**src/rtl/pipe_stage_reg_pkg.sv**
```systemverilog
// Shared definitions for the pipeline stage register: default widths and the
// occupancy state encoding. State values equal the held-beat count so the
// state flop can drive the occupancy port directly.
package pipe_pkg;

    localparam int unsigned CTRL_W_DEF = 4;
    localparam int unsigned DATA_W_DEF = 69;
    localparam int unsigned CNT_W_DEF  = 16;

    typedef enum logic [1:0] {
        PIPE_EMPTY = 2'd0,
        PIPE_ONE   = 2'd1,
        PIPE_FULL  = 2'd2
    } pipe_state_e;

endpackage

```
**src/rtl/pipe_stage_reg_if.sv**
```systemverilog
// Upstream/downstream valid-ready handshake bundle for pipe_stage_reg.
// Signals:
//   in_valid/in_ready/in_ctrl/in_data     - upstream beat into the stage
//   out_valid/out_ready/out_ctrl/out_data - downstream beat out of the stage
// Modports:
//   slave  - the stage's view (consumes in_*, produces out_*)
//   master - the surrounding pipeline's view
interface pipe_stage_reg_if import pipe_pkg::*; #(
    parameter int unsigned CTRL_W = CTRL_W_DEF,
    parameter int unsigned DATA_W = DATA_W_DEF
) ();

    logic              in_valid;
    logic              in_ready;
    logic [CTRL_W-1:0] in_ctrl;
    logic [DATA_W-1:0] in_data;
    logic              out_valid;
    logic              out_ready;
    logic [CTRL_W-1:0] out_ctrl;
    logic [DATA_W-1:0] out_data;

    modport slave (
        input  in_valid, in_ctrl, in_data, out_ready,
        output in_ready, out_valid, out_ctrl, out_data
    );

    modport master (
        output in_valid, in_ctrl, in_data, out_ready,
        input  in_ready, out_valid, out_ctrl, out_data
    );

endinterface

```
**src/rtl/pipe_stage_reg_slot.sv**
```systemverilog
// One storage slot (valid + ctrl + data) of the pipeline stage.
// Ports:
//   clk, rst         - clock, synchronous active-high reset
//   load             - capture ld_ctrl/ld_data and mark valid (wins over clear)
//   clear            - drop to a bubble; ctrl is zeroed, data is kept
//   ld_ctrl, ld_data - value to capture
//   valid, ctrl, data - held beat
module pipe_slot import pipe_pkg::*; #(
    parameter int unsigned CTRL_W = CTRL_W_DEF,
    parameter int unsigned DATA_W = DATA_W_DEF
) (
    input  logic              clk,
    input  logic              rst,
    input  logic              load,
    input  logic              clear,
    input  logic [CTRL_W-1:0] ld_ctrl,
    input  logic [DATA_W-1:0] ld_data,
    output logic              valid,
    output logic [CTRL_W-1:0] ctrl,
    output logic [DATA_W-1:0] data
);

    // ctrl is forced to zero on every bubble so a held ctrl is never stale
    always_ff @(posedge clk) begin
        if (rst) begin
            valid <= 1'b0;
            ctrl  <= '0;
            data  <= '0;
        end else if (load) begin
            valid <= 1'b1;
            ctrl  <= ld_ctrl;
            data  <= ld_data;
        end else if (clear) begin
            valid <= 1'b0;
            ctrl  <= '0;
        end
    end

endmodule

```
**src/rtl/pipe_stage_reg.sv**
```systemverilog
// Pipeline stage register with valid/ready handshake, one-cycle latency,
// flush with saturating drop counter.
// Build option: PIPE_STAGE_SKID_EN adds a skid slot S so in_ready comes
// straight from a flop; without it in_ready = !M.valid | out_ready.
// Ports:
//   clk, rst   - clock, synchronous active-high reset
//   flush      - kill held and incoming beats this cycle
//   bus        - handshake bundle (slave modport)
//   occupancy  - held beats (0..2)
//   drop_cnt   - saturating count of beats discarded by flush
module pipe_stage_reg import pipe_pkg::*; #(
    parameter int unsigned CTRL_W = CTRL_W_DEF,
    parameter int unsigned DATA_W = DATA_W_DEF,
    parameter int unsigned CNT_W  = CNT_W_DEF
) (
    input  logic                 clk,
    input  logic                 rst,
    input  logic                 flush,
    pipe_stage_reg_if.slave      bus,
    output logic [1:0]           occupancy,
    output logic [CNT_W-1:0]     drop_cnt
);

    localparam int unsigned SUM_W = CNT_W + 1;

    pipe_state_e       state;
    pipe_state_e       state_nxt;
    logic              accept;
    logic              emit;
    logic              m_valid;
    logic              m_load;
    logic              m_clear;
    logic [CTRL_W-1:0] m_ctrl;
    logic [DATA_W-1:0] m_data;
    logic [CTRL_W-1:0] m_ld_ctrl;
    logic [DATA_W-1:0] m_ld_data;
    logic              s_valid;
    logic [1:0]        drop_inc;
    logic [SUM_W-1:0]  drop_sum;
    logic [CNT_W-1:0]  drop_nxt;

`ifdef PIPE_STAGE_SKID_EN
    logic              s_load;
    logic              s_clear;
    logic              m_from_s;
    logic [CTRL_W-1:0] s_ctrl;
    logic [DATA_W-1:0] s_data;
`endif

    assign accept = bus.in_valid & bus.in_ready;
    assign emit   = m_valid & bus.out_ready;

    // Slot control and next occupancy state; flush overrides any handshake
    always_comb begin
        state_nxt = state;
        m_load    = 1'b0;
        m_clear   = 1'b0;
`ifdef PIPE_STAGE_SKID_EN
        s_load    = 1'b0;
        s_clear   = 1'b0;
        m_from_s  = 1'b0;
`endif
        if (flush) begin
            state_nxt = PIPE_EMPTY;
            m_clear   = 1'b1;
`ifdef PIPE_STAGE_SKID_EN
            s_clear   = 1'b1;
`endif
        end else begin
            case (state)
                PIPE_EMPTY: begin
                    if (accept) begin
                        m_load    = 1'b1;
                        state_nxt = PIPE_ONE;
                    end
                end
                PIPE_ONE: begin
                    if (accept && emit) begin
                        m_load = 1'b1;
`ifdef PIPE_STAGE_SKID_EN
                    end else if (accept) begin
                        s_load    = 1'b1;
                        state_nxt = PIPE_FULL;
`endif
                    end else if (emit) begin
                        m_clear   = 1'b1;
                        state_nxt = PIPE_EMPTY;
                    end
                end
`ifdef PIPE_STAGE_SKID_EN
                PIPE_FULL: begin
                    // in_ready is low here, so only the skid beat can move
                    if (emit) begin
                        m_load    = 1'b1;
                        m_from_s  = 1'b1;
                        s_clear   = 1'b1;
                        state_nxt = PIPE_ONE;
                    end
                end
`endif
                default: state_nxt = PIPE_EMPTY;
            endcase
        end
    end

    // Beats discarded by a flush: everything held plus a same-cycle accept
    assign drop_inc = 2'(m_valid) + 2'(s_valid) + 2'(accept);
    assign drop_sum = {1'b0, drop_cnt} + SUM_W'(drop_inc);
    assign drop_nxt = drop_sum[CNT_W] ? '1 : drop_sum[CNT_W-1:0];

    always_ff @(posedge clk) begin
        if (rst) begin
            state    <= PIPE_EMPTY;
            drop_cnt <= '0;
        end else begin
            state <= state_nxt;
            if (flush) begin
                drop_cnt <= drop_nxt;
            end
        end
    end

`ifdef PIPE_STAGE_SKID_EN
    assign m_ld_ctrl = m_from_s ? s_ctrl : bus.in_ctrl;
    assign m_ld_data = m_from_s ? s_data : bus.in_data;

    pipe_slot #(.CTRL_W(CTRL_W), .DATA_W(DATA_W)) u_slot_s (
        .clk     (clk),
        .rst     (rst),
        .load    (s_load),
        .clear   (s_clear),
        .ld_ctrl (bus.in_ctrl),
        .ld_data (bus.in_data),
        .valid   (s_valid),
        .ctrl    (s_ctrl),
        .data    (s_data)
    );

    assign bus.in_ready = ~s_valid;
`else
    assign m_ld_ctrl = bus.in_ctrl;
    assign m_ld_data = bus.in_data;
    assign s_valid   = 1'b0;

    // Without a skid slot a new beat fits only if M is free or leaving
    assign bus.in_ready = ~m_valid | bus.out_ready;
`endif

    pipe_slot #(.CTRL_W(CTRL_W), .DATA_W(DATA_W)) u_slot_m (
        .clk     (clk),
        .rst     (rst),
        .load    (m_load),
        .clear   (m_clear),
        .ld_ctrl (m_ld_ctrl),
        .ld_data (m_ld_data),
        .valid   (m_valid),
        .ctrl    (m_ctrl),
        .data    (m_data)
    );

    // M's ctrl is already zero whenever M is empty
    assign bus.out_valid = m_valid;
    assign bus.out_ctrl  = m_ctrl;
    assign bus.out_data  = m_data;
    assign occupancy     = 2'(state);

endmodule

```
**src/flat_wrapper.sv**
```systemverilog
// flat-port wrapper written by rule: the top's interface ports become plain ports
module pipe_stage_reg_flat import pipe_pkg::*;
#(
    parameter int unsigned CTRL_W = CTRL_W_DEF,
    parameter int unsigned DATA_W = DATA_W_DEF,
    parameter int unsigned CNT_W  = CNT_W_DEF
)
  (clk, rst, flush, occupancy, drop_cnt, bus_in_valid, bus_in_ctrl, bus_in_data, bus_out_ready, bus_in_ready, bus_out_valid, bus_out_ctrl, bus_out_data);
  pipe_stage_reg_if #(.CTRL_W(CTRL_W), .DATA_W(DATA_W)) bus_i ();
  input  logic clk;
  input  logic rst;
  input  logic flush;
  output logic [1:0] occupancy;
  output logic [CNT_W-1:0] drop_cnt;
  input wire logic [$bits(bus_i.in_valid)-1:0] bus_in_valid;
  input wire logic [$bits(bus_i.in_ctrl)-1:0] bus_in_ctrl;
  input wire logic [$bits(bus_i.in_data)-1:0] bus_in_data;
  input wire logic [$bits(bus_i.out_ready)-1:0] bus_out_ready;
  output wire logic [$bits(bus_i.in_ready)-1:0] bus_in_ready;
  output wire logic [$bits(bus_i.out_valid)-1:0] bus_out_valid;
  output wire logic [$bits(bus_i.out_ctrl)-1:0] bus_out_ctrl;
  output wire logic [$bits(bus_i.out_data)-1:0] bus_out_data;
  assign bus_i.in_valid = bus_in_valid;
  assign bus_i.in_ctrl = bus_in_ctrl;
  assign bus_i.in_data = bus_in_data;
  assign bus_i.out_ready = bus_out_ready;
  assign bus_in_ready = bus_i.in_ready;
  assign bus_out_valid = bus_i.out_valid;
  assign bus_out_ctrl = bus_i.out_ctrl;
  assign bus_out_data = bus_i.out_data;
  pipe_stage_reg #(.CTRL_W(CTRL_W), .DATA_W(DATA_W), .CNT_W(CNT_W)) u_core (.clk(clk), .rst(rst), .flush(flush), .bus(bus_i), .occupancy(occupancy), .drop_cnt(drop_cnt));
endmodule
```
**config.mk**
```make
export PLATFORM = sky130hd
export DESIGN_NAME = pipe_stage_reg_flat
export DESIGN_NICKNAME = d
export VERILOG_FILES = /design/src/rtl/pipe_stage_reg_pkg.sv /design/src/rtl/pipe_stage_reg_if.sv /design/src/rtl/pipe_stage_reg_slot.sv /design/src/rtl/pipe_stage_reg.sv /design/src/flat_wrapper.sv
export SDC_FILE = /design/constraint.sdc
export NUM_CORES = 1
export LEC_CHECK = 0
export BUFFER_PORTS_ARGS = -buffer_cell sky130_fd_sc_hd__buf_2
export CAP_MARGIN = 10
export CELL_PAD_IN_SITES_DETAIL_PLACEMENT = 1
export CELL_PAD_IN_SITES_GLOBAL_PLACEMENT = 2
export CORE_ASPECT_RATIO = 1.1
export CORE_UTILIZATION = 24
export DETAILED_ROUTE_END_ITERATION = 8
export HOLD_SLACK_MARGIN = 0.06
export PLACE_DENSITY_LB_ADDON = 0.3
export SLEW_MARGIN = 10
export SYNTH_ARGS = -nofsm -noshare
export SYNTH_HDL_FRONTEND = slang
export SYNTH_SLANG_ARGS = --single-unit
```
**constraint.sdc**
```tcl
create_clock -name clk -period 2.4 [get_ports clk]
set_input_delay 0.12 -clock clk [delete_from_list [all_inputs] [get_ports clk]]
set_output_delay 0.12 -clock clk [all_outputs]
set_load 0.005 [all_outputs]
```
After elaboration in Yosys (flattened, before gate mapping)
Index checks and enable logic that the tools add are counted.
{"block": "totals", "register_bits": 92, "inputBits": 78, "output_inout_bits": 93, "elab_cells": 37}
{"block": "classes", "add_sub_neg": 2, "n_eq_ne": 4, "n_mux": 17, "bitwise_logic": 4, "n_reduce_logical": 5}
{"cell": "$add 16x2->17", "count": 1}
{"cell": "$mux 16", "count": 1}
{"cell": "$mux 1", "count": 9}
{"cell": "$mux 4", "count": 2}
{"cell": "$mux 2", "count": 3}
{"cell": "$ne 2x1->1 const B", "count": 2}
{"cell": "$pmux 2 s2", "count": 1}
{"cell": "$reduce_and 3->1", "count": 1}
{"cell": "$add 1x1->2", "count": 1}
{"cell": "$and 1x1->1", "count": 2}
{"cell": "$eq 2x1->1 const B", "count": 1}
{"cell": "$logic_not 2->1", "count": 1}
{"cell": "$ne 2x2->1 const B", "count": 1}
{"cell": "$pmux 1 s2", "count": 1}
{"cell": "$reduce_bool 2->1", "count": 1}
{"cell": "$reduce_or 2->1", "count": 1}
{"cell": "$logic_and 1x1->1", "count": 1}
{"cell": "$not 1->1", "count": 1}
{"cell": "$or 1x1->1", "count": 1}

Logic depth before layout (Yosys ltp)
Gate-level depths: netlist of the first run.
{"block": "depth", "ltp_word": 9, "mapped_depth": 8, "depth_no_buf": 8}

Hierarchy
A second synthesis of the first run with hierarchy kept.
{"block": "hier_totals", "cells_unflattened": 342, "hier_area_um2": 3585.9}
{"module": "pipe_slot", "instances": 1, "cells_per_inst": 244, "area_per_inst_um2": 2701.3, "seq_area_each_um2": 1481.4}
{"module": "pipe_stage_reg", "instances": 1, "cells_per_inst": 98, "area_per_inst_um2": 884.6, "seq_area_each_um2": 340.3}

Worst setup path before layout of the first run
No wires, ideal clock.
{"block": "synth_timing", "path_type": "register to register", "start": "reg u_core.u_slot_m.valid", "end": "reg u_core.drop_cnt[15]", "setup_ns": 0.130, "arrival_time_ns": 1.891, "t_required_ns": 2.270, "slack_ns": 0.379, "path_stages_with_launch": 9, "path_buffers": 0, "synth_period_minus_slack_ns": 2.021, "path_cell_list": "dfxtp_1 nand2b_1 and2_1 fa_1 ha_1 inv_1 or3_4 and4_1 nor3_2"}
{"block": "synth_between", "elab_chain_len": 6}
{"item": "start, declared", "line_no": "pipe_stage_reg_slot.sv:18", "rtl": "output logic valid,"}
{"item": "start signal, assigned", "line_no": "pipe_stage_reg_slot.sv:26", "rtl": "valid <= 1'b0;"}
{"item": "start signal, assigned", "line_no": "pipe_stage_reg_slot.sv:30", "rtl": "valid <= 1'b1;"}
{"item": "start signal, assigned", "line_no": "pipe_stage_reg_slot.sv:34", "rtl": "valid <= 1'b0;"}
{"item": "$not 1->1", "line_no": "pipe_stage_reg.sv:146", "rtl": "assign bus.in_ready = ~m_valid | bus.out_ready;"}
{"item": "$or 1x1->1", "line_no": "pipe_stage_reg.sv:146"}
{"item": "net bus_in_ready", "line_no": "flat_wrapper.sv:19", "rtl": "output wire logic [$bits(bus_i.in_ready)-1:0] bus_in_ready;"}
{"item": "$and 1x1->1", "line_no": "pipe_stage_reg.sv:50", "rtl": "assign accept = bus.in_valid & bus.in_ready;"}
{"item": "$add 1x1->2", "line_no": "pipe_stage_reg.sv:107", "rtl": "assign drop_inc = 2'(m_valid) + 2'(s_valid) + 2'(accept);"}
{"item": "$add 16x2->17", "line_no": "pipe_stage_reg.sv:108", "rtl": "assign drop_sum = {1'b0, drop_cnt} + SUM_W'(drop_inc);"}
{"item": "$mux 16", "line_no": "pipe_stage_reg.sv:109", "rtl": "assign drop_nxt = drop_sum[CNT_W] ? '1 : drop_sum[CNT_W-1:0];"}
{"item": "end signal, assigned", "line_no": "pipe_stage_reg.sv:118", "rtl": "drop_cnt <= drop_nxt;"}
{"item": "end, declared", "line_no": "pipe_stage_reg.sv:21", "rtl": "output logic [CNT_W-1:0] drop_cnt"}
The timed path passes the listed nets, and every way through them passes these cells.
A chain may end at the register's enable or synchronous reset.

Worst setup path after layout of the first run
{"block": "layout_timing", "start": "reg u_core.u_slot_m.valid", "end": "reg u_core.drop_cnt[15]"}
{"block": "layout_between", "elab_chain_len": 6}
{"item": "$not 1->1", "line_no": "pipe_stage_reg.sv:146"}
{"item": "$or 1x1->1", "line_no": "pipe_stage_reg.sv:146"}
{"item": "$and 1x1->1", "line_no": "pipe_stage_reg.sv:50"}
{"item": "$add 1x1->2 (*)", "line_no": "pipe_stage_reg.sv:107"}
{"item": "$add 16x2->17 (*)", "line_no": "pipe_stage_reg.sv:108"}
{"item": "$mux 16 (*)", "line_no": "pipe_stage_reg.sv:109"}
Mark *: on every way between the ends. The rest lies on a longest branch, timed or not.

==> results of run 1 <==
area by class of cell:
cell class,count,area [sq um]
clock buffer,13,250
inverter,3,11.3
tap,188,235
clock inverter,2,12.5
timing repair buffer,247,1640
fill,1706,8470
sequential,91,1820
multi-input combinational,292,1470
per-stage QoR:
| step | worst slack [ps] | instance area [sq um] | util [%] | power, mW | instances |
|---|---|---|---|---|---|
| 4_1_cts | 155 | 5440 | 39.1 | 3.40 | 836 |
| 3_5_place_dp | 168 | 4440 | 32.0 | 1.97 | 748 |
| 5_1_grt | 41.6 | 5440 | 39.1 | 3.50 | 836 |
| 6_report | 198 | 5440 | 39.1 | 3.33 | 836 |
| 2_1_floorplan | 379 | 3440 | - | 1.79 | 414 |
| 3_3_place_gp | 280 | 4440 | 32.0 | 1.96 | 748 |
routing by layer:
metal / GRT usage [%] / vias to the layer above / part of all wire (%)
li1: - / 1831 / -
met1: 18.1 / 1689 / 43
met2: 27.9 / 95 / 50
met3: 4.17 / 16 / 5.5
met4: 5.96 / 0 / 1.8
met5: 0 / - / 0
flip-flops by register name, summed over array words and instances (netlist names):
register	count
u_core.drop_cnt	16
u_core.occupancy	1
u_core.u_slot_m.ctrl	4
u_core.u_slot_m.data	69
u_core.u_slot_m.valid	1
kinds of logic after synthesis:
logic type / Yosys count / synth area share, %
compound gates: 97 / 15.0
other cells: 1 / 0.109
buf+inv: 31 / 4.33
xor+xnor: 10 / 2.55
mux: 3 / 0.874
simple gates: 179 / 23.2
flops: 91 / 53.0
fa+ha+maj: 2 / 0.946
worst max-delay path, cell delays in order, from the launching register on:
cell and delay, ps:
dfxtp_1 430, nand2b_1 160, and2_1 200, fa_1 410, ha_1 270, inv_1 190
or3_4 170, and4_1 210, nor3_2 40
worst paths after layout:
check | startpoint | end | cells past startpoint
max | u_core.u_slot_m.valid | u_core.drop_cnt[15] | 8
max reg2reg | u_core.u_slot_m.valid | u_core.drop_cnt[15] | 8
min | bus_out_ready | u_core.occupancy[0] | 3
min reg2reg | u_core.u_slot_m.data[41] | u_core.u_slot_m.data[41] | 2
cell usage in the layout, fill, tap and decap left out, types with 2 or more instances in the layout:
cell	synthesis	final
nand4_1	3	3
nand3_1	4	4
buf_2	8	169
a22oi_1	4	4
xor2_1	3	3
clkbuf_1	15	3
inv_1	3	3
nor4_1	4	4
a21oi_1	84	84
nor3_2	2	2
dlygate4sd3_1	0	73
buf_12	0	2
buf_4	4	3
mux2i_1	3	3
nand2b_1	2	2
nand2_1	144	144
xnor2_1	7	7
a31oi_1	3	3
clkbuf_16	0	9
dfxtp_1	91	91
o21ai_0	2	2
nor2_1	8	8
report_power, final:
part	total, mW	internal (mW)	leakage (nW)	switching (mW)
Combinational	0.419	0.222	1.53	0.197
Clock	1.31	0.725	0.126	0.583
Sequential	1.60	1.57	0.741	0.0320
==> flow_summary.ini, run 1 <==
[outcome]
status = completed

[timing]
tightest_slew_ps = 630
period_share_pct = 91.7
rsz0062_at_grt = false
whs_ps = 130
max_clock_freq_mhz = 454
tns_ps = 0
slew_viol_final = 0
fin_crit_ps = 2200
relSlewSlack_pct = 57.8
finalSetupViolations = 0
finalClockSkew_ps = 4.34
finalHoldViolCount = 0

[synth]
synthArstFlopShare_pct = 0
ys_warn_count = 0
yosysUniqueCellTypes = 39
synth_cells = 414
synth_most_common_cell = nand2_1
synth_common_cells = nand2_1, dfxtp_1, a21oi_1
synthTopCellsByArea = dfxtp_1, nand2_1, a21oi_1
netlist_area_sq_um = 3440
syn_area_per_cell_sq_um = 8.30
synth_edf_count = 0
synth_top_area_share_pct = 53.0
synth_nets = 494
synth.ff_latch_count = 91
yosysTopAreaCell = dfxtp_1
ys.flop_type = dfxtp_1
ys_seq_area_share_pct = 53.0

[grt]
grt_pass1_vias = 3559
antenna_found_initial = 0
grt-ovfl-total = 0
grtUsageTotal_pct = 15.9
grt_max_degree = 91
grt_pass1_wl_um = 18000

[route]
vias_per_cell = 4.34
num_vias = 3631
ant_nets = 0
drc = 0
drt-wirelength-per-cell_um = 14.0
dr.pass1.iters = 4
wl_um = 11700
drt_iter0_drc = 114

[pwr]
leakage_nw = 2.40
p_per_area_nw_per_um2 = 613
ir_drop_mv = 0.266

[cts]
cts.sinks = 91
cts_root_buf = clkbuf_16
htree_levels = 3
cts.clk_slew.worst_paths_ps = 60
cts_tree = yes
cts_resized = 0
cts_buffer_depth = 2
holdBufCountCts = 73
cts_buffers = 9
cts_setup_buffers = 0
clk_latency_ps = 340

[floorplanning]
coreArea_sq_um = 13900
num_rows = 45
die_h_um = 128
start_util_pct = 24.7
fp.dieArea_sq_um = 14800
io_pins = 171
die_w_um = 116

[critical_path]
endpoint_kind = flop
worstPathMaxFanout = 6
path_class = reg2reg
critPathRequiredTime_ps = 2610
startpoint_type = flop
rrSetupSlack_ps = 200
cp_data_arrival_time_ps = 2420

[place]
hpwl_um = 7410
place_congestion = 0.761
port_buffers = 169

[run]
drv_cap = 0

[finish]
nets = 724
area_growth_pct = 58.2
drive_gt1_share_pct = 30.6
antenna_cells = 0

[min_path]
hold_class = in2reg
Power figures use the tool's default switching activity.
==> run 2, diff against run 1 <==
- clock period: 2.4 -> 2.3 ns (I/O delays scaled with it)
==> run 2 against run 1 <==
First-iteration DRC count grew 1.8%. Hold slack worse by 20 ps. Clock skew hardly changed. Sequential share of layout area is 0.13 points lower. Core utilization up 0.15 points. Wire length up 1.5%. Combinational power rose by 5.5%. Critical endpoint is now u_core.drop_cnt[14]. Largest cell class unchanged.
==> flow_summary.ini, run 2 (same netlist as run 1, synthesis figures left out) <==
[finish]
reg_top3 = u_core.u_slot_m.data (69), u_core.drop_cnt (16), u_core.u_slot_m.ctrl (4)
nets = 726
antenna_cells = 0
seqCellArea_sq_um = 1820
drive_gt1_share_pct = 31.0
top_register = u_core.u_slot_m.data
final_core_util_pct = 39.3
largest_register_ffs = 69
post-route-cell-area_sq_um = 5460
nFillCells = 1716
multiInputGateArea_sq_um = 1470
final_common_cell = buf_2
final_cell_mix = buf_2, nand2_1, dfxtp_1, a21oi_1, dlygate4sd3_1
area_growth_pct = 58.8

[timing]
slew_viol_final = 0
finalHoldViolCount = 0
finalClockSkew_ps = 4.72
tns_ps = 0
tightest_slew_ps = 610
finalSetupViolations = 0
rsz0062_at_grt = false
fin_crit_ps = 2080
period_share_pct = 90.3
max_clock_freq_mhz = 482
relSlewSlack_pct = 59.1
setup_slack_ps = 224

[route]
drt-wirelength-per-cell_um = 14.2
num_vias = 3682
drc = 0
vias_per_cell = 4.40
ant_nets = 0
dr.pass1.iters = 4
drt_iter0_drc = 116
wl_um = 11900

[run]
drv_cap = 0

[grt]
grt_pass1_wl_um = 18500
grt_pass1_vias = 3769
antenna_found_initial = 0
grt_max_degree = 53
grtUsageTotal_pct = 16.3
grt-ovfl-total = 0

[critical_path]
slowest_stage = nor4_4
cp.buffers_inverters = 1
crit_family = simple AND/OR/NAND/NOR gates
cp_data_arrival_time_ps = 2330
endpoint_kind = flop
crit_chain = nand2b_1, and2_1, fa_1, ha_1, inv_1, nor4_4, a31oi_1, a211oi_1
path_class = reg2reg
startpoint_type = flop
max_stage_delay_ps = 390
critPathRequiredTime_ps = 2560
worstPathMaxFanout = 5

[cts]
cts_buffer_depth = 2
htree_levels = 3
cts_buffers = 9
cts.clk_slew.worst_paths_ps = 60
clk_latency_ps = 340
cts.sinks = 91
cts_resized = 0
cts_tree = yes
cts_root_buf = clkbuf_16

[place]
port_buffers = 169
postPlaceCellArea_sq_um = 4460
place_congestion = 0.732
hpwl_um = 7820
dp_worst_setup_slack_ps = 207

[min_path]
hold_class = in2reg

[floorplanning]
fp.dieArea_sq_um = 14800
die_w_um = 116
coreArea_sq_um = 13900
start_util_pct = 24.7
num_rows = 45
die_h_um = 128
io_pins = 171

[pwr]
ir_drop_mv = 0.282
leakage_nw = 2.42
p_per_area_nw_per_um2 = 640

[outcome]
status = completed
==> run 2: worst paths after layout <==
path                            slack [ps]  cells past startpoint                      from                  endpoint
worst max register to register         220                      8     u_core.u_slot_m.valid       u_core.drop_cnt[14]
worst min-delay path                   110                      3              bus_in_valid     u_core.u_slot_m.valid
worst max-delay path                   220                      8     u_core.u_slot_m.valid       u_core.drop_cnt[14]
worst min register to register         450                      2  u_core.u_slot_m.data[27]  u_core.u_slot_m.data[27]
==> run 2: repair_timing <==
action	in CTS	in global routing
hold endpoints to repair	73	0
setup buffers	0	0
hold buffers	73	0
==> run 2: cell type report <==
class | instances | area share [%]
clock buffers | 12 | 4.70
clock inverters | 2 | 0.229
inverters | 3 | 0.206
multi-input cells | 292 | 26.9
flip-flops and latches | 91 | 33.4
well taps | 188 | 4.31
repair buffers | 249 | 30.3
==> run 2: tightest hold or removal path: stages <==
cell and delay [ps]:
buf_2 140, a21oi_1 80, nor2_1 80
==> run 2: metal layers <==
metal / track usage [%] / vias to the layer above / share of wire, %
li1: - / 1832 / -
met1: 18.8 / 1734 / 43
met2: 28.5 / 100 / 49
met5: 0 / - / 0
met3: 3.51 / 16 / 5.1
met4: 7.54 / 0 / 2.3
==> run 2: where the power goes <==
group          total [mW]  switching (mW)  internal (mW)
Clock                1.38           0.598          0.778
Combinational       0.442           0.208          0.234
Sequential           1.68          0.0342           1.64
Total                3.49           0.840           2.65
==> run 2: per-stage QoR <==
stage | cells | power, mW | hold slack (ps)
3_5_place_dp | 750 | 2.06 | 362
4_1_cts | 837 | 3.56 | 90.2
3_3_place_gp | 750 | 2.05 | 357
2_1_floorplan | 414 | 1.87 | 251
5_1_grt | 837 | 3.67 | 143
6_report | 837 | 3.49 | 110
